**config.mk**
```make
export PLATFORM = sky130hd
export DESIGN_NAME = multicycle_ctrl_flat
export DESIGN_NICKNAME = d
export VERILOG_FILES = /design/src/rtl/multicycle_ctrl_if.sv /design/src/rtl/multicycle_ctrl.sv /design/src/flat_wrapper.sv
export SDC_FILE = /design/constraint.sdc
export NUM_CORES = 1
export LEC_CHECK = 0
export BUFFER_PORTS_ARGS = -buffer_cell sky130_fd_sc_hd__clkbuf_2
export CAP_MARGIN = 5
export CELL_PAD_IN_SITES_DETAIL_PLACEMENT = 0
export CELL_PAD_IN_SITES_GLOBAL_PLACEMENT = 1
export CORE_MARGIN = 2
export CORE_UTILIZATION = 31
export DETAILED_ROUTE_END_ITERATION = 16
export GPL_TIMING_DRIVEN = 0
export PLACE_DENSITY_LB_ADDON = 0.1
export SYNTH_ARGS = -nofsm -noshare
export SYNTH_HDL_FRONTEND = slang
export SYNTH_SLANG_ARGS = --single-unit
```
**constraint.sdc**
```tcl
create_clock -name i_clk -period 1.7 [get_ports i_clk]
set_input_delay 0.255 -clock i_clk [delete_from_list [all_inputs] [get_ports i_clk]]
set_output_delay 0.255 -clock i_clk [all_outputs]
set_load 0.1 [all_outputs]
```
**src/rtl/multicycle_ctrl_if.sv**
```systemverilog
// rtl/multicycle_ctrl_if.sv - unified memory port handshake between control FSM and memory
interface multicycle_ctrl_if;
  logic mem_req;
  logic mem_we;
  logic iord;
  logic mem_ready;

  modport master (output mem_req, output mem_we, output iord, input mem_ready);
  modport slave  (input mem_req, input mem_we, input iord, output mem_ready);
endinterface

```
**src/rtl/multicycle_ctrl.sv**
```systemverilog
// rtl/multicycle_ctrl.sv - main control FSM for the multi-cycle RV32I core
module multicycle_ctrl (
  input  logic                     i_clk,
  input  logic                     i_rst,
  input  logic [6:0]               i_opcode,
  input  logic [2:0]               i_funct3,
  input  logic                     i_zero,
  multicycle_ctrl_if.master        mem,
  output logic                     o_ir_write,
  output logic                     o_pc_write,
  output logic [1:0]               o_alu_src_a,
  output logic [1:0]               o_alu_src_b,
  output logic [1:0]               o_alu_op,
  output logic [1:0]               o_result_src,
  output logic                     o_reg_write,
  output logic                     o_instr_done,
  output logic                     o_illegal,
  output logic [3:0]               o_state
);

  typedef enum logic [3:0] {
    S_FETCH  = 4'd0,
    S_DECODE = 4'd1,
    S_MEMADR = 4'd2,
    S_MEMRD  = 4'd3,
    S_MEMWB  = 4'd4,
    S_MEMWR  = 4'd5,
    S_EXEC_R = 4'd6,
    S_EXEC_I = 4'd7,
    S_ALUWB  = 4'd8,
    S_BRANCH = 4'd9,
    S_JAL    = 4'd10,
    S_TRAP   = 4'd11
  } state_t;

  state_t     r_state;
  state_t     w_next;
  logic       r_illegal;

  logic       w_mem_req;
  logic       w_mem_we;
  logic       w_iord;
  logic       w_ir_write;
  logic       w_pc_write;
  logic [1:0] w_alu_src_a;
  logic [1:0] w_alu_src_b;
  logic [1:0] w_alu_op;
  logic [1:0] w_result_src;
  logic       w_reg_write;
  logic       w_instr_done;

  always_ff @(posedge i_clk) begin
    if (i_rst) begin
      r_state   <= S_FETCH;
      r_illegal <= 1'b0;
    end else begin
      r_state <= w_next;
      if (w_next == S_TRAP) r_illegal <= 1'b1;
    end
  end

  always_comb begin
    w_next       = r_state;
    w_mem_req    = 1'b0;
    w_mem_we     = 1'b0;
    w_iord       = 1'b0;
    w_ir_write   = 1'b0;
    w_pc_write   = 1'b0;
    w_alu_src_a  = 2'b00;
    w_alu_src_b  = 2'b00;
    w_alu_op     = 2'b00;
    w_result_src = 2'b00;
    w_reg_write  = 1'b0;
    w_instr_done = 1'b0;
    case (r_state)
      S_FETCH: begin
        w_mem_req    = 1'b1;
        w_alu_src_b  = 2'b01;
        w_result_src = 2'b10;
        w_ir_write   = mem.mem_ready;
        w_pc_write   = mem.mem_ready;
        if (mem.mem_ready) w_next = S_DECODE;
      end
      S_DECODE: begin
        // ALUOut captures oldPC+imm here so BRANCH/JAL find their target ready
        w_alu_src_a = 2'b01;
        w_alu_src_b = 2'b10;
        case (i_opcode)
          7'b0000011, 7'b0100011: w_next = S_MEMADR;
          7'b0110011:             w_next = S_EXEC_R;
          7'b0010011:             w_next = S_EXEC_I;
          7'b1100011:             w_next = S_BRANCH;
          7'b1101111:             w_next = S_JAL;
          default:                w_next = S_TRAP;
        endcase
      end
      S_MEMADR: begin
        w_alu_src_a = 2'b10;
        w_alu_src_b = 2'b10;
        w_next      = (i_opcode == 7'b0000011) ? S_MEMRD : S_MEMWR;
      end
      S_MEMRD: begin
        w_mem_req = 1'b1;
        w_iord    = 1'b1;
        if (mem.mem_ready) w_next = S_MEMWB;
      end
      S_MEMWB: begin
        w_result_src = 2'b01;
        w_reg_write  = 1'b1;
        w_instr_done = 1'b1;
        w_next       = S_FETCH;
      end
      S_MEMWR: begin
        w_mem_req    = 1'b1;
        w_mem_we     = 1'b1;
        w_iord       = 1'b1;
        w_instr_done = mem.mem_ready;
        if (mem.mem_ready) w_next = S_FETCH;
      end
      S_EXEC_R: begin
        w_alu_src_a = 2'b10;
        w_alu_op    = 2'b10;
        w_next      = S_ALUWB;
      end
      S_EXEC_I: begin
        w_alu_src_a = 2'b10;
        w_alu_src_b = 2'b10;
        w_alu_op    = 2'b11;
        w_next      = S_ALUWB;
      end
      S_ALUWB: begin
        w_reg_write  = 1'b1;
        w_instr_done = 1'b1;
        w_next       = S_FETCH;
      end
      S_BRANCH: begin
        w_alu_src_a  = 2'b10;
        w_alu_op     = 2'b01;
        w_instr_done = 1'b1;
        w_pc_write   = (i_funct3 == 3'b000) ? i_zero :
                       (i_funct3 == 3'b001) ? ~i_zero : 1'b0;
        w_next       = S_FETCH;
      end
      S_JAL: begin
        // PC takes the target in ALUOut while ALUOut reloads with oldPC+4 for the link
        w_alu_src_a = 2'b01;
        w_alu_src_b = 2'b01;
        w_pc_write  = 1'b1;
        w_next      = S_ALUWB;
      end
      S_TRAP:  w_next = S_TRAP;
      default: w_next = S_FETCH;
    endcase
  end

  // Reset forces every output low, dropping any in-flight memory request
  assign mem.mem_req   = w_mem_req & ~i_rst;
  assign mem.mem_we    = w_mem_we & ~i_rst;
  assign mem.iord      = w_iord & ~i_rst;
  assign o_ir_write    = w_ir_write & ~i_rst;
  assign o_pc_write    = w_pc_write & ~i_rst;
  assign o_alu_src_a   = i_rst ? 2'b00 : w_alu_src_a;
  assign o_alu_src_b   = i_rst ? 2'b00 : w_alu_src_b;
  assign o_alu_op      = i_rst ? 2'b00 : w_alu_op;
  assign o_result_src  = i_rst ? 2'b00 : w_result_src;
  assign o_reg_write   = w_reg_write & ~i_rst;
  assign o_instr_done  = w_instr_done & ~i_rst;
  assign o_illegal     = r_illegal & ~i_rst;
  assign o_state       = i_rst ? 4'd0 : r_state;

endmodule

```
**src/flat_wrapper.sv**
```systemverilog
// flat-port wrapper written by rule: the top's interface ports become plain ports
module multicycle_ctrl_flat 
  (i_clk, i_rst, i_opcode, i_funct3, i_zero, o_ir_write, o_pc_write, o_alu_src_a, o_alu_src_b, o_alu_op, o_result_src, o_reg_write, o_instr_done, o_illegal, o_state, mem_mem_req, mem_mem_we, mem_iord, mem_mem_ready);
  multicycle_ctrl_if mem_i ();
  input  logic i_clk;
  input  logic i_rst;
  input  logic [6:0] i_opcode;
  input  logic [2:0] i_funct3;
  input  logic i_zero;
  output logic o_ir_write;
  output logic o_pc_write;
  output logic [1:0] o_alu_src_a;
  output logic [1:0] o_alu_src_b;
  output logic [1:0] o_alu_op;
  output logic [1:0] o_result_src;
  output logic o_reg_write;
  output logic o_instr_done;
  output logic o_illegal;
  output logic [3:0] o_state;
  output wire logic [$bits(mem_i.mem_req)-1:0] mem_mem_req;
  output wire logic [$bits(mem_i.mem_we)-1:0] mem_mem_we;
  output wire logic [$bits(mem_i.iord)-1:0] mem_iord;
  input wire logic [$bits(mem_i.mem_ready)-1:0] mem_mem_ready;
  assign mem_mem_req = mem_i.mem_req;
  assign mem_mem_we = mem_i.mem_we;
  assign mem_iord = mem_i.iord;
  assign mem_i.mem_ready = mem_mem_ready;
  multicycle_ctrl u_core (.i_clk(i_clk), .i_rst(i_rst), .i_opcode(i_opcode), .i_funct3(i_funct3), .i_zero(i_zero), .mem(mem_i), .o_ir_write(o_ir_write), .o_pc_write(o_pc_write), .o_alu_src_a(o_alu_src_a), .o_alu_src_b(o_alu_src_b), .o_alu_op(o_alu_op), .o_result_src(o_result_src), .o_reg_write(o_reg_write), .o_instr_done(o_instr_done), .o_illegal(o_illegal), .o_state(o_state));
endmodule
```
==> qor.yml <==
drt:
  routedWlPerCell_um: 15.9
  dr.pass1.iters: 4
  dr_total_vias: 934
  vias_per_cell: 5.37
  drt_iter0_drc: 5
  antenna_left: 0
  wl_um: 2760
  drcViolationCount: 0
timing:
  clock.fmax_mhz: 521
  finalCriticalPeriod_ns: 1.92
  worst_slew_pin_slew_ns: 0.540
  hold_viol: 0
  slew_headroom_pct: 64.1
  finalCritPeriodShare_pct: 113
  rsz0062_at_grt: "yes"
  tns_ns: -0.799
  finalMaxSlewViolations: 0
  setup_slack_ns: -0.219
  finalSetupViolCount: 10
  clock_skew_ns: 0.00174
yosys:
  yosysTopAreaCell: "dfxtp_1"
  synthesis.instances: 94
  syn_nets: 108
  synth_warnings: 0
  synth.ff_latch_count: 5
  netlist-cell-type-count: 41
  synthesis.area_um2: 714
  synth_top_area_share_pct: 14.0
  postSynthAreaPerCell_um2: 7.60
  seq_area_frac_synth_pct: 14.0
  synth_area_leaders: "dfxtp_1, nand2b_1, nor4b_4"
run_status:
  outcome: "finished with violations"
  violations: "negative setup slack"
cells_and_area:
  antenna_cells: 0
  drive_gt1_share_pct: 72.6
  fin_nets: 161
  area_growth_pct: 135
global_route:
  grt_remaining_overflow: 0
  grt_pass1_wl_um: 4210
  grt_max_degree: 11
  grt_pass1_vias: 904
  gr-usage-all-layers_pct: 20.6
  antenna_found_initial: 0
floorplanning:
  initial_core_util_pct: 32.6
  die-area_um2: 2700
  core_um2: 2190
  ios: 34
  core.rowCount: 17
  die-height_um: 52.0
  die-width_um: 52.0
worst_setup_path:
  startpoint: "u_core.r_state[1]"
  cp.arrival_ns: 1.66
  startpoint_type: "flip-flop"
  r2r_cells: 7
  endpoint_kind: "output port"
  required_ns: 1.44
  reg2reg_from: "u_core.r_state[2]"
  critPathMaxFanout: 4
  path_class: "reg -> out"
power:
  p_leak_uw: 0.000645
  p_total_uw: 1720
  power_density_nw_per_um2: 1030
  peakVddDrop_v: 0.000924
place:
  portBuffers: 32
  gp_congestion: 0.745
  hpwl_um: 1760
hold_path:
  worstHoldStart: "i_rst"
  hold_depth: 2
  hp-class: "in -> reg"
run:
  cap_violations: 0
clock_tree:
  cts_buffer_depth: 2
  cts_tree: "yes"
  cts_buffers: 3
  path_clk_slew_ns: 0.04
  clkLatencyLatePin_ns: 0.23
  cts.sinks: 5
  cts_root_buffer: "clkbuf_4"
  htreeDepth: 1
path summary, 6_finish.rpt:
kind                       end  slack (ns)
min          u_core.r_state[3]        0.25
min reg2reg   u_core.r_illegal        0.57
max reg2reg  u_core.r_state[2]        0.07
max                 o_pc_write       -0.22
registers in the layout, indices dropped and copies added (netlist names):
name and count:
u_core.r_state 4, u_core.r_illegal 1
layer usage:
layer / wire length [µm] / global-route usage [%]
met1: 1060 / 23.6
met2: 1640 / 39.7
met3: 52 / 1.44
met4: 14 / 6.58
met5: 0 / 0
area by class of cell:
| cell class | count | area [µm²] |
|---|---|---|
| Multi-Input combinational cell | 79 | 828 |
| Timing Repair Buffer | 49 | 544 |
| Fill cell | 146 | 512 |
| Buffer | 6 | 121 |
| Sequential cell | 5 | 113 |
| Tap cell | 28 | 35.0 |
| Clock buffer | 4 | 26.3 |
| Inverter | 3 | 11.3 |
critical path: stages, from the launching register on:
cell and delay, ns:
dfxtp_2 0.32, buf_6 0.12, nand2b_4 0.15, o41ai_4 0.30, a22oi_2 0.15, nor3_4 0.16, clkbuf_16 0.23
metrics by stage:
stage	hold WS, ns	utilization, %	instance area (µm²)	setup slack [ns]	instances
after CTS	0.242	71.3	1560	-0.219	165
after global routing	0.240	76.6	1680	-0.272	174
final	0.249	76.6	1680	-0.219	174
after floorplan	0.469	-	1020	-0.510	94
after detailed placement	0.489	55.3	1210	-0.350	154
after global placement	0.483	55.3	1210	-0.317	154
where the power goes:
group	total (µW)	leakage [µW]	internal, µW	switching, µW
Clock	131	0.0000150	88.4	42.8
Sequential	178	0.0000434	142	35.9
Combinational	1410	0.000587	572	842
Total	1720	0.000645	802	921
logic make-up after synthesis:
group           Yosys count  share of synthesized area, %
xor+xnor                  3                          3.68
compound gates           20                          21.9
buf+inv                  10                          8.41
simple gates             53                          47.5
flops                     5                          14.0
mux                       3                          4.55
cell usage in the layout, fill, tap and decap left out, types with 2 or more instances in the layout:
master	Yosys	final
a21oi_2	1	3
nand2b_1	8	3
nand2b_4	0	4
buf_8	0	5
clkbuf_2	0	15
inv_1	2	2
nor3_1	7	2
and2b_2	0	2
nor2b_1	6	3
clkbuf_16	0	10
buf_4	2	14
mux2_2	2	2
nor2b_2	0	2
nor2_4	0	3
and2_1	3	2
clkbuf_4	0	4
nand3_1	2	2
buf_6	2	4
clkbuf_8	0	2
nor2_1	7	2
nand2_1	4	3
nor4_4	0	3
nor4b_4	2	2
dfxtp_4	0	3
nor2_2	0	2
o21ai_1	3	3
nor3_4	0	5
buf_12	0	4
xnor2_1	2	2
cell usage after synthesis:
library cell  number
a22oi_1            1
buf_6              2
mux2_2             2
xnor2_1            2
o21a_1             1
nor3_1             7
o21ai_0            1
dfxtp_1            5
o21ai_1            3
or3b_1             1
nand3b_1           1
a221oi_1           1
nor3b_1            2
mux2i_1            1
or3_1              1
nor4_1             4
a211oi_1           1
nand2_1            4
o311ai_2           1
and2_1             3
nor2b_1            6
nand2b_1           8
o221ai_2           1
nand3_1            2
xor2_1             1
a31o_1             1
inv_2              1
nand4_1            1
nor2_1             7
buf_4              2
or2_1              1
a21oi_1            4
clkbuf_1           3
and3b_1            1
a41oi_1            1
inv_1              2
a21oi_2            1
o32a_1             1
o41ai_1            2
and2b_1            2
nor4b_4            2
timing repair:
action | 4_1_cts | 5_1_grt
pin swaps | 4 | 6
endpoints found under the setup margin | 16 | 14
cloned | 0 | 1
buffers inserted | 7 | 9
hold buffers | 0 | 0
resized for setup | 51 | 18
No activity file was read; power rests on OpenSTA's default activity.
